[src/rtl/prog_loader.sv]
// UART boot loader: receives A5 N <4N bytes> [csum] frames, writes words to program RAM, releases core.
// Latency: RAM strobe one cycle after the 4th byte of each word; done_o rises with the last strobe.
// No backpressure: the serial link is free-running; optional checksum byte enabled by LOADER_CHECKSUM_EN.
module prog_loader #(
    parameter int CLKS_PER_BIT = 868,
    parameter int MAX_WORDS    = 32
) (
    input  logic        clk,
    input  logic        rst_i,
    input  logic        rx_i,
    output logic        core_rst_o,
    output logic        ram_en_o,
    output logic [3:0]  ram_we_o,
    output logic [31:0] ram_addr_o,
    output logic [31:0] ram_data_o,
    output logic        done_o,
    output logic        err_o
);
    localparam int            CW        = $clog2(CLKS_PER_BIT + 1);
    localparam logic [CW-1:0] BIT_LAST  = CW'(CLKS_PER_BIT - 1);
    localparam logic [CW-1:0] HALF_LAST = CW'(CLKS_PER_BIT / 2 - 1);
    localparam logic [7:0]    MAX_N     = 8'(MAX_WORDS);
    localparam logic [7:0]    SYNC_BYTE = 8'hA5;

    typedef enum logic [1:0] {RX_IDLE, RX_START, RX_DATA, RX_STOP} rx_state_t;
    typedef enum logic [2:0] {
        S_IDLE, S_LEN, S_DATA,
`ifdef LOADER_CHECKSUM_EN
        S_CSUM,
`endif
        S_DONE, S_ERR
    } state_t;

    logic          rx_meta, rx_sync, rx_prev;
    rx_state_t     rx_state, rx_next;
    logic [CW-1:0] rx_cnt;
    logic [2:0]    rx_bit;
    logic [7:0]    rx_byte;
    logic          byte_vld, frame_err;
    logic          half_tick, bit_tick;

    state_t        state, state_next;
    logic [7:0]    len, index;
    logic [1:0]    byte_cnt;
    logic [23:0]   word;
    logic          last_byte, last_word;
`ifdef LOADER_CHECKSUM_EN
    logic [7:0]    csum;
`endif

    always_ff @(posedge clk or posedge rst_i) begin
        if (rst_i) begin
            rx_meta <= 1'b1;
            rx_sync <= 1'b1;
            rx_prev <= 1'b1;
        end else begin
            rx_meta <= rx_i;
            rx_sync <= rx_meta;
            rx_prev <= rx_sync;
        end
    end

    assign half_tick = (rx_cnt == HALF_LAST);
    assign bit_tick  = (rx_cnt == BIT_LAST);

    always_ff @(posedge clk or posedge rst_i) begin
        if (rst_i) rx_state <= RX_IDLE;
        else       rx_state <= rx_next;
    end

    always_comb begin
        rx_next = rx_state;
        case (rx_state)
            RX_IDLE:  if (rx_prev && !rx_sync) rx_next = RX_START;
            RX_START: if (half_tick) rx_next = rx_sync ? RX_IDLE : RX_DATA;
            RX_DATA:  if (bit_tick && rx_bit == 3'd7) rx_next = RX_STOP;
            RX_STOP:  if (bit_tick) rx_next = RX_IDLE;
            default:  rx_next = RX_IDLE;
        endcase
    end

    // Counter restarts at the start midpoint so later samples land mid-bit.
    always_ff @(posedge clk or posedge rst_i) begin
        if (rst_i) begin
            rx_cnt    <= '0;
            rx_bit    <= '0;
            rx_byte   <= '0;
            byte_vld  <= 1'b0;
            frame_err <= 1'b0;
        end else begin
            if (rx_state == RX_IDLE || (rx_state == RX_START && half_tick) || bit_tick)
                rx_cnt <= '0;
            else
                rx_cnt <= rx_cnt + CW'(1);
            if (rx_state == RX_START)
                rx_bit <= '0;
            else if (rx_state == RX_DATA && bit_tick)
                rx_bit <= rx_bit + 3'd1;
            if (rx_state == RX_DATA && bit_tick)
                rx_byte <= {rx_sync, rx_byte[7:1]};
            byte_vld  <= (rx_state == RX_STOP) && bit_tick && rx_sync;
            frame_err <= (rx_state == RX_STOP) && bit_tick && !rx_sync;
        end
    end

    assign last_byte = (byte_cnt == 2'd3);
    assign last_word = (index == len - 8'd1);

    always_ff @(posedge clk or posedge rst_i) begin
        if (rst_i) state <= S_IDLE;
        else       state <= state_next;
    end

    always_comb begin
        state_next = state;
        if (frame_err && state != S_DONE) begin
            state_next = S_ERR;
        end else if (byte_vld) begin
            case (state)
                S_IDLE: if (rx_byte == SYNC_BYTE) state_next = S_LEN;
                S_LEN:  state_next = (rx_byte != 8'd0 && rx_byte <= MAX_N) ? S_DATA : S_ERR;
`ifdef LOADER_CHECKSUM_EN
                S_DATA: if (last_byte && last_word) state_next = S_CSUM;
                S_CSUM: state_next = (rx_byte == csum) ? S_DONE : S_ERR;
`else
                S_DATA: if (last_byte && last_word) state_next = S_DONE;
`endif
                S_ERR:  if (rx_byte == SYNC_BYTE) state_next = S_LEN;
                default: state_next = state;
            endcase
        end
    end

    always_comb begin
        core_rst_o = 1'b1;
        done_o     = 1'b0;
        err_o      = 1'b0;
        case (state)
            S_DONE: begin
                core_rst_o = 1'b0;
                done_o     = 1'b1;
            end
            S_ERR:   err_o = 1'b1;
            default: core_rst_o = 1'b1;
        endcase
    end

    // Address/data are only updated on a strobe, so they hold between writes.
    always_ff @(posedge clk or posedge rst_i) begin
        if (rst_i) begin
            len        <= '0;
            index      <= '0;
            byte_cnt   <= '0;
            word       <= '0;
            ram_en_o   <= 1'b0;
            ram_we_o   <= 4'h0;
            ram_addr_o <= '0;
            ram_data_o <= '0;
`ifdef LOADER_CHECKSUM_EN
            csum       <= '0;
`endif
        end else begin
            ram_en_o <= 1'b0;
            ram_we_o <= 4'h0;
            if (byte_vld && state == S_LEN) begin
                len      <= rx_byte;
                index    <= '0;
                byte_cnt <= '0;
`ifdef LOADER_CHECKSUM_EN
                csum     <= '0;
`endif
            end else if (byte_vld && state == S_DATA) begin
                word     <= {rx_byte, word[23:8]};
                byte_cnt <= byte_cnt + 2'd1;
`ifdef LOADER_CHECKSUM_EN
                csum     <= csum ^ rx_byte;
`endif
                if (last_byte) begin
                    ram_en_o   <= 1'b1;
                    ram_we_o   <= 4'hF;
                    ram_addr_o <= {22'd0, index, 2'b00};
                    ram_data_o <= {rx_byte, word};
                    index      <= index + 8'd1;
                end
            end
        end
    end
endmodule
[config.mk]
export PLATFORM = sky130hd
export DESIGN_NAME = prog_loader
export DESIGN_NICKNAME = d
export VERILOG_FILES = /design/src/rtl/prog_loader.sv
export SDC_FILE = /design/constraint.sdc
export NUM_CORES = 1
export LEC_CHECK = 0
export ABC_AREA = 1
export BUFFER_PORTS_ARGS = -buffer_cell sky130_fd_sc_hd__buf_2
export CORE_MARGIN = 3
export CORE_UTILIZATION = 30
export DETAILED_ROUTE_END_ITERATION = 10
export PLACE_DENSITY_LB_ADDON = 0.15
export SLEW_MARGIN = 20
export SYNTH_ARGS = -nofsm -noshare
export SYNTH_HDL_FRONTEND = slang
export SYNTH_SLANG_ARGS = --single-unit
[constraint.sdc]
create_clock -name clk -period 7.25 [get_ports clk]
set_clock_uncertainty 0.05 [all_clocks]
set_input_delay 2.175 -clock clk [delete_from_list [all_inputs] [get_ports clk]]
set_output_delay 2.175 -clock clk [all_outputs]
set_load 0.01 [all_outputs]
==> Yosys cells after proc, flatten, opt, wreduce, memory -nomap -nowiden <==
Cells that the tools add are included.
{ "op_classes": {"n_eq_ne": 20, "n_bitwise": 1, "n_mul": 0, "n_addsub": 5, "n_shift": 0, "reduce_logical": 29, "n_div": 0, "n_mux": 29, "magnitude_cmp": 1} }
{ "op_table": {"columns": ["cell", "n"], "rows": [
  ["$mux 8", 3],
  ["$mux 3", 7],
  ["$mux 2", 7],
  ["$logic_and 1x1->1", 12],
  ["$mux 4", 3],
  ["$add 10x1->10 const B", 1],
  ["$eq 10x10->1 const B", 1],
  ["$eq 10x9->1 const B", 1],
  ["$mux 10", 1],
  ["$pmux 3 s3", 1],
  ["$add 8x1->8 const B", 1],
  ["$eq 8x8->1", 1],
  ["$eq 8x8->1 const B", 1],
  ["$le 8x6->1 const B", 1],
  ["$ne 2x2->1 const B", 4],
  ["$pmux 2 s4", 1],
  ["$reduce_and 4->1", 2],
  ["$reduce_bool 2->1", 4],
  ["$reduce_bool 8->1", 1],
  ["$sub 8x1->8 const B", 1],
  ["$eq 2x2->1 const B", 3],
  ["$eq 3x2->1 const B", 2],
  ["$eq 3x3->1 const B", 2],
  ["$mux 1", 6],
  ["16 further kinds", 18]
]} }
{ "totals": {"mem_bits_ro": 0, "output_inout_bits": 72, "regBits": 118, "ram_bits": 0, "latch_bits": 0, "memories": 0} }

==> Longest topological paths before layout <==
Gate-level depths: netlist (run 1).
{ "depth": {"ltp_word": 7, "mapped_depth": 14} }

==> Worst setup path after synthesis (run 1) <==
OpenSTA, ideal clock, no wires.
{ "synth_path": {"path_type": "register to output", "startpoint": "register state[2]", "endpoint": "output core_rst_o", "t_arrival_ns": 0.873, "slack_ns": 4.152, "path_buffers": 0, "required_ns": 5.025, "stages_incl_launch_ff": 5, "cell_sequence": "dfrtp_1 > nor2_2 > inv_2 > nor2_1 > inv_1"} }
{ "synth_between": {"elab_chain_cells": 2} }
{ "synth_rtl": {"columns": ["element", "line", "rtl"], "rows": [
  ["start, declared", "42", "state_t state, state_next;"],
  ["start signal, assigned", "111", "else state <= state_next;"],
  ["$eq 3x2->1", "138", "case (state)"],
  ["$mux 1", "138", null],
  ["end, declared", "11", "output logic core_rst_o,"]
]} }
Every way passes these cells.

==> Worst setup path in the final report (run 1) <==
{ "layout_path": {"startpoint": "register state[0]", "endpoint": "output err_o"} }
{ "layout_between": {"elab_chain_cells": 2} }
{ "layout_rtl": {"columns": ["element", "line", "rtl"], "rows": [
  ["$eq 3x3->1", "138", null],
  ["$mux 1", "138", null],
  ["end, declared", "17", "output logic err_o"]
]} }
Every way passes these cells.

==> results.toml, run 1 <==
[route]
viasPerCell = 4.27
drc_errors = 0
wl_per_cell_um = 12.3
vias = 3727
ant_nets = 0
dr.pass1.iters = 5
detail_route.wirelength_um = 10700
initialDrtViolationCount = 274

[yosys]
synth.largest_area_cell = "dfrtp_1"
syn_area_per_cell_um2 = 8.69
yosysWarnings = 0
ys_top_cells_by_area = "dfrtp_1 54%, nand2_1 11%, inv_1 4.8%"
ys_types = 33
synth_seq_area_share_pct = 55.6
synthCells = 591
syn_area_um2 = 5130
ys_seq_elements = 114
netlist.area_leader.share_pct = 54.1

[floorplanning]
dieHeight_um = 137
design.core.area_um2 = 16600
num_rows = 47
die_w_um = 137
die_area_um2 = 18700
io_pins = 75
initial_core_util_pct = 30.9

[cts]
clk_path_buf_depth = 2
cts_tree = "yes"
cts_hold_buf = 0
clock-sinks = 114
cts_resized = 0
cts.clk_slew.worst_paths_ns = 0.05
clock_latency_ns = 0.41
cts_max_level = 4
post_cts_buffers = 0
root_buffer = "clkbuf_16"
numCtsBuffers = 17

[global_routing]
antenna_found_initial = 0
grt_overflow_total = 0
grt_use_total_pct = 12.5
grt_pass1_vias = 3621
grt_pass1_wl_um = 18200
grt_max_degree = 67

[timing]
min_period_ns = 3.56
grt_setup_unrepaired = "no"
setup_tns_ns = 0
worst_pin_slew_ns = 0.792
fmax_mhz = 281
finalSetupViolCount = 0
maxSlewHeadroom_pct = 47.2
hold_viol_final = 0
period_share_pct = 49.2
slew_violations = 0

[worst_setup_path]
end_kind = "output port"
startpoint_type = "flop"
r2r_cells = 9
worstPathRequired_ns = 5.03
worstSetupPathType = "reg2out"
crit_arrival_ns = 1.34
r2r-start = "state[2]"
r2r_slack_ns = 4.78
r2r_end = "index[1]"
path_max_fanout = 4

[place]
placed_area_um2 = 5470
place_congestion = 0.776
dp.cells = 842
port_buffers = 50
hpwl_um = 7430

[worst_hold_path]
whs_endpoint = "rx_sync"
hold-path-cell-count = 0
hp-start = "rx_meta"
hold_path.class = "reg2reg"

[run_status]
status = "complete, no violations"

[power_and_ir_drop]
power.leakage_nw = 3.10
peakVddDrop_v = 0.000198
power.density_nw_per_um2 = 270

[cells_and_area]
area_growth_pct = 19.0
seq_area_um2 = 2860
drive_gt1_share_pct = 15.0
fillers = 1719
diodes = 0
fin_cells = 873
nNetsFinal = 651
multiInputGateArea_um2 = 1810
final_area_um2 = 6110

[job]
cap_viol_max_count = 0
[cells by family after synthesis]
kind of cell / after synthesis / synth area share, %
buf+inv: 115 / 10.9
fa+ha+maj: 7 / 1.71
simple gates: 253 / 20.9
other cells: 1 / 0.0730
flops: 114 / 55.6
compound gates: 93 / 9.43
xor+xnor: 8 / 1.36
[area by class of cell]
cell class,count,share of cell area [%]
Inverter,71,4.40
Tap cell,220,4.51
Sequential cell,114,46.8
Timing Repair Buffer,52,4.34
Clock inverter,9,2.50
Clock buffer,22,7.93
Multi-Input combinational cell,385,29.6
[Yosys cell counts]
master	instances
a211oi_1	1
a21oi_1	6
a22o_1	2
and3_1	1
buf_2	6
buf_4	28
buf_6	2
clkbuf_1	8
conb_1	1
dfrtp_1	111
dfstp_2	3
ha_1	7
inv_1	66
inv_2	5
nand2_1	156
nand2_2	2
nand3_1	26
nand4_1	6
nor2_1	42
nor2_2	1
nor2_4	1
nor2_8	1
nor3_1	11
nor3_2	1
nor3b_1	3
nor3b_2	1
nor4_1	1
o21a_1	1
o21ai_0	48
o21ai_1	30
o22ai_1	5
xnor2_1	4
xor2_1	4
[report_power, final]
group	internal [mW]	total, mW	switching [mW]
Clock	0.608	0.893	0.285
Combinational	0.0242	0.0796	0.0554
Sequential	0.659	0.677	0.0184
[sequential cells by signal (all words and copies together), names as in the netlist, named ones only]
register,flops
rx_sync,1
len,8
rx_meta,1
word,24
rx_cnt,10
byte_vld,1
index,8
frame_err,1
rx_prev,1
rx_state,1
ram_we_o,1
state,3
rx_byte,8
ram_addr_o,8
byte_cnt,2
ram_data_o,32
rx_bit,3
[routing by layer]
layer | wire, um | GRT usage, % | up-vias
met5 | 0 | 0 | -
met4 | 50 | 4.88 | 0
met3 | 443 | 4.04 | 4
met2 | 4860 | 18.3 | 58
met1 | 5390 | 17.2 | 1730
li1 | - | - | 1935
[per-stage QoR]
step / setup slack (ns) / utilization, % / hold WS (ns) / power (mW)
2_1_floorplan: 2.01 / - / 0.295 / 0.758
3_3_place_gp: 3.63 / 32.9 / 0.296 / 0.765
3_5_place_dp: 3.60 / 32.9 / 0.297 / 0.769
4_1_cts: 3.65 / 36.7 / 0.305 / 1.67
5_1_grt: 3.45 / 36.7 / 0.312 / 1.73
6_report: 3.69 / 36.7 / 0.305 / 1.65
[worst max-delay path, cell delays in order (launching register included)]
cell and delay, ns:
dfrtp_1 0.43, nor2_1 0.21, inv_1 0.09, nor2_1 0.08, buf_2 0.13
[worst max-delay path by stage]
| stage | from | endpoint | slack (ns) | cells after the start |
|---|---|---|---|---|
| after CTS | state[0] | err_o | 3.65 | 4 |
| final | state[0] | err_o | 3.69 | 4 |
| after global placement | rst_i | state[1] | 3.63 | 3 |
| after global routing | state[0] | err_o | 3.45 | 4 |
| after detailed placement | rst_i | state[1] | 3.60 | 3 |
| after floorplan | rst_i | async pin | 2.01 | 1 |
[placed cells by master, fill, tap and decap left out, types with 17 or more instances in the layout]
cell type  count
nand2_1      156
dfrtp_1      111
inv_1         65
buf_2         50
o21ai_0       48
nor2_1        42
o21ai_1       30
nand3_1       26
conb_1        24
clkbuf_16     17
Note: power is estimated with default switching activity, not from simulation.
==> inputs of run 2 (changes only) <==
--- a/config.mk
+++ b/config.mk
@@ -5,7 +5,7 @@
 export SDC_FILE = /design/constraint.sdc
 export NUM_CORES = 1
 export LEC_CHECK = 0
-export ABC_AREA = 1
+export ABC_AREA = 0
 export BUFFER_PORTS_ARGS = -buffer_cell sky130_fd_sc_hd__buf_2
 export CORE_MARGIN = 3
 export CORE_UTILIZATION = 30
==> constraint.sdc (replaced) <==
create_clock -name clk -period 3 [get_ports clk]
set_clock_uncertainty 0.05 [all_clocks]
set_input_delay 0.9 -clock clk [delete_from_list [all_inputs] [get_ports clk]]
set_output_delay 0.9 -clock clk [all_outputs]
set_load 0.01 [all_outputs]
==> run 2 against run 1 <==
Net effect:
- flip-flop and latch count is the same
- hold slack lost 0.00072 ns
- critical path depth is the same
- via count shrank 4.4%
- clock power grew 120%
- combinational power grew 83%
- first-iteration DRC count shrank 36%
- power grew 130%
- sequential share of layout area shrank 0.30 points
- area after synthesis grew 0.15%
- synthesized cell count shrank 15%
==> results.toml, run 2 <==
[run_status]
status = "complete, no violations"

[yosys]
ys_top_cells_by_area = "dfrtp_1 54%, nand2_1 11%, mux2_2 8.1%"
synth.most_common_cell = "nand2_1"
syn_area_per_cell_um2 = 10.2
yosys-top-cells-count = "148 x nand2_1, 111 x dfrtp_1, 37 x mux2_2"
ys_seq_elements = 114
netlist.area_leader.share_pct = 54.0
synth.largest_area_cell = "dfrtp_1"
synth_edf_count = 0
synthArstFlopShare_pct = 100
synth_seq_area_share_pct = 55.5
synthCells = 505
ys_types = 49
syn_area_um2 = 5140
yosysWarnings = 0
synth_ff_type = "dfrtp_1"

[worst_setup_path]
worstPathRequired_ns = 2.05
crit_arrival_ns = 1.59
startpoint_type = "flop"
worstSetupPathType = "reg2out"
path_max_fanout = 10
end_kind = "output port"
r2r_slack_ns = 0.86

[route]
wl_per_cell_um = 13.7
dr.pass1.iters = 4
detail_route.wirelength_um = 10800
ant_nets = 0
viasPerCell = 4.51
initialDrtViolationCount = 175
drc_errors = 0
vias = 3562

[cts]
cts_hold_buf = 0
cts_resized = 0
cts_max_level = 4
cts_tree = "yes"
numCtsBuffers = 17
post_cts_buffers = 0
clock-sinks = 114
clock_latency_ns = 0.42
clk_path_buf_depth = 2
root_buffer = "clkbuf_16"
cts.clk_slew.worst_paths_ns = 0.05

[power_and_ir_drop]
power.leakage_nw = 3.23
power.density_nw_per_um2 = 616
peakVddDrop_v = 0.000371
p_total_mw = 3.79

[floorplanning]
initial_core_util_pct = 30.8
io_pins = 75
die_w_um = 137
dieHeight_um = 137
die_area_um2 = 18700
num_rows = 47
design.core.area_um2 = 16700

[timing]
grt_setup_unrepaired = "no"
fmax_mhz = 394
min_period_ns = 2.54
period_share_pct = 84.7
finalSetupViolCount = 0
maxSlewHeadroom_pct = 49.1
worst_slack_ns = 0.460
hold_viol_final = 0
worst_hold_slack_ns = 0.304
slew_violations = 0
setup_tns_ns = 0
worst_pin_slew_ns = 0.762

[place]
place_congestion = 0.829
dp.cells = 757
hpwl_um = 7440
placed_area_um2 = 5550
port_buffers = 50
pre_cts_ws_ns = 0.870

[cells_and_area]
final_area_um2 = 6150
top_register = "ram_data_o"
final_common_cell = "nand2_1"
fin_cells = 789
fillers = 1701
reg.largest.list = "ram_data_o: 32 flops, word: 24 flops, rx_cnt: 10 flops"
nNetsFinal = 566
area_growth_pct = 19.5
drive_gt1_share_pct = 24.1
largest_reg_flops = 32
seq_area_um2 = 2860
diodes = 0
final_cell_mix = "148 x nand2_1, 111 x dfrtp_1, 50 x buf_2, 37 x mux2_2, 28 x nor2_1"
multiInputGateArea_um2 = 2040
finalCoreUtilization_pct = 36.8

[worst_hold_path]
hold_path.class = "reg2reg"

[global_routing]
grt_use_total_pct = 12.3
antenna_found_initial = 0
grt_pass1_wl_um = 17700
grt_max_degree = 50
grt_overflow_total = 0
grt_pass1_vias = 3471

[job]
cap_viol_max_count = 0
run 2: cell count changes after synthesis, moves of 8 or more:
cell     change
inv_1       -54
mux2_2      +37
nand2_1      -8
nand3_1     -20
nor2_1      -14
nor3_1       -9
o21ai_0     -31
o21ai_1     -27
run 2: worst max-delay path, stage by stage (launching register included):
cell and delay (ns):
dfrtp_1 0.53, nor2b_1 0.27, nand2_1 0.12, inv_1 0.12
buf_2 0.14
run 2: worst paths after layout:
path / start / to / cells after the start
worst max register to register: rx_cnt[0] / rx_byte[0] / 6
worst max-delay path: state[1] / done_o / 4
worst min-delay path: rx_meta / rx_sync / 0
max in group asynchronous: rst_i / index[6] / 3
worst min register to register: rx_meta / rx_sync / 0
min in group asynchronous: rst_i / rx_state[0] / 2
run 2: routing by layer:
metal,global-route usage [%],share of wire (%),up-vias
li1,-,-,1735
met5,0,0,-
met1,16.6,49,1744
met4,5.43,1.8,0
met3,3.79,3.9,14
met2,18.1,46,69
run 2: final cells by class:
| type | instances | share of cell area (%) |
|---|---|---|
| inverters | 12 | 0.794 |
| repair buffers | 59 | 5.37 |
| well taps | 220 | 4.48 |
| multi-input cells | 352 | 33.2 |
| flip-flops and latches | 114 | 46.5 |
| clock buffers | 18 | 7.14 |
| clock inverters | 14 | 2.50 |
run 2: cell families after synthesis:
family                   count (synthesis)  synth area share [%]
flip-flops                             114                  55.5
AO/OA/AOI/OAI                           42                  5.23
AND/OR/NAND/NOR                        219                  18.7
other                                    1                0.0729
buffers and inverters                   62                  6.69
multiplexers                            39                  8.49
adder cells (fa/ha/maj)                  7                  1.70
XOR/XNOR                                21                  3.58
run 2: power by group:
group	internal [mW]	switching [mW]
logic	0.0543	0.0920
clock network	1.25	0.747
registers	1.59	0.0534
==> inputs of run 3 (changes only) <==
==> constraint.sdc (replaced) <==
create_clock -name clk -period 2.6 [get_ports clk]
set_clock_uncertainty 0.05 [all_clocks]
set_input_delay 0.78 -clock clk [delete_from_list [all_inputs] [get_ports clk]]
set_output_delay 0.78 -clock clk [all_outputs]
set_load 0.01 [all_outputs]
==> run 3 against run 2 <==
Net effect:
- critical path depth stayed put
- first-iteration DRC count is 4.0% lower
- non-clock buffer count is 3 lower
- hold slack better by 0.0036 ns
- register-to-register slack worse by 0.43 ns
- routed wire length is 1.5% higher
- design area is 0.65% higher
- via count is 1.6% lower
- sequential power is 15% higher
- combinational power is 14% higher
- sequential share of layout area is 0.30 points lower
- largest cell class unchanged
- largest power group unchanged
==> results.toml, run 3 (synthesis results as in run 2) <==
[cts]
clk_path_buf_depth = 2
cts_resized = 0
post_cts_buffers = 0
clock-sinks = 114
cts_hold_buf = 0
root_buffer = "clkbuf_16"
clock_latency_ns = 0.42
cts.clk_slew.worst_paths_ns = 0.06
cts_max_level = 4
cts_tree = "yes"
numCtsBuffers = 17

[worst_setup_path]
critPathSlowestCell = "dfrtp_1"
worstPathRequired_ns = 1.77
worstSetupPathType = "reg2out"
r2r-start = "rx_cnt[0]"
end_kind = "output port"
crit_arrival_ns = 1.51
r2r_slack_ns = 0.43
startpoint_type = "flop"
crit_chain = "nor2b_1 > nand2_1 > inv_1 > buf_2"
r2r_end = "rx_byte[2]"
path_max_fanout = 10
critPathBufInv = 2
critical-path-max-stage-delay_ns = 0.50
r2r_cells = 6
crit_family = "flip-flops"

[global_routing]
antenna_found_initial = 0
global_route.usage.met3_pct = 3.53
grt_overflow_total = 0
grt_pass1_vias = 3527
met1_usage_pct = 17.2
grt_use_met2_pct = 18.1
busiest_layer = "met2"
grt_max_degree = 115
grt_use_total_pct = 12.5
grt_pass1_wl_um = 18200

[cells_and_area]
area_growth_pct = 20.3
fin_cells = 786
largest_reg_flops = 32
final_area_um2 = 6190
final_cell_mix = "148 x nand2_1, 111 x dfrtp_1, 50 x buf_2, 37 x mux2_2, 28 x nor2_1"
nNetsFinal = 563
final_common_cell = "nand2_1"
finalCoreUtilization_pct = 37.0
reg.largest.list = "ram_data_o: 32 flops, word: 24 flops, rx_cnt: 10 flops"
diodes = 0
top_register = "ram_data_o"
drive_gt1_share_pct = 23.7

[route]
initialDrtViolationCount = 168
vias = 3505
ant_nets = 0
detail_route.wirelength_um = 11000
dr.pass1.iters = 4
wl_per_cell_um = 13.9
drc_errors = 0
viasPerCell = 4.46

[floorplanning]
die_area_um2 = 18700
num_rows = 47
design.core.area_um2 = 16700
dieHeight_um = 137
io_pins = 75
die_w_um = 137
initial_core_util_pct = 30.8

[timing]
hold_viol_final = 0
worst_hold_slack_ns = 0.307
min_period_ns = 2.34
worst_pin_slew_ns = 0.700
maxSlewHeadroom_pct = 53.0
finalSetupViolCount = 0
period_share_pct = 90.2
slew_violations = 0
grt_setup_unrepaired = "no"
fmax_mhz = 427
worst_slack_ns = 0.255
setup_tns_ns = 0

[place]
hpwl_um = 7050
placed_area_um2 = 5530
dp.cells = 754
place_congestion = 0.789
port_buffers = 50
pre_cts_ws_ns = 0.438

[power_and_ir_drop]
power.leakage_nw = 3.24
peakVddDrop_v = 0.000440
p_total_mw = 4.64
power.density_nw_per_um2 = 750

[worst_hold_path]
hold-path-cell-count = 0
hold_path.class = "reg2reg"
whs_endpoint = "rx_sync"
hp-start = "rx_meta"

[run_status]
status = "complete, no violations"

[job]
cap_viol_max_count = 0
[run 3: metal layers]
| metal | wire (um) | up-vias |
|---|---|---|
| met4 | 238 | 0 |
| met5 | 0 | - |
| met3 | 385 | 20 |
| met1 | 5390 | 1697 |
| li1 | - | 1723 |
| met2 | 4940 | 65 |
[run 3: how the worst max path moves through the flow]
stage	from	end	slack [ns]	cells after the start
after floorplan	rst_i	async pin	0.39	1
after global placement	rx_cnt[0]	rx_byte[1]	0.51	6
after detailed placement	rx_cnt[0]	rx_byte[2]	0.44	6
after CTS	state[1]	done_o	0.21	4
after global routing	state[1]	done_o	0.12	4
final	state[1]	done_o	0.26	4
[run 3: cell type report]
type	count	area [um2]
Fill cell	1662	10500
Clock inverter	15	230
Inverter	12	48.8
Tap cell	220	275
Timing Repair Buffer	56	308
Multi-Input combinational cell	352	2040
Sequential cell	114	2860
Clock buffer	17	425
[run 3: power breakdown]
part / internal (mW) / leakage, nW / switching, mW
registers: 1.83 / 1.56 / 0.0614
logic: 0.0600 / 1.36 / 0.106
clock network: 1.71 / 0.310 / 0.875
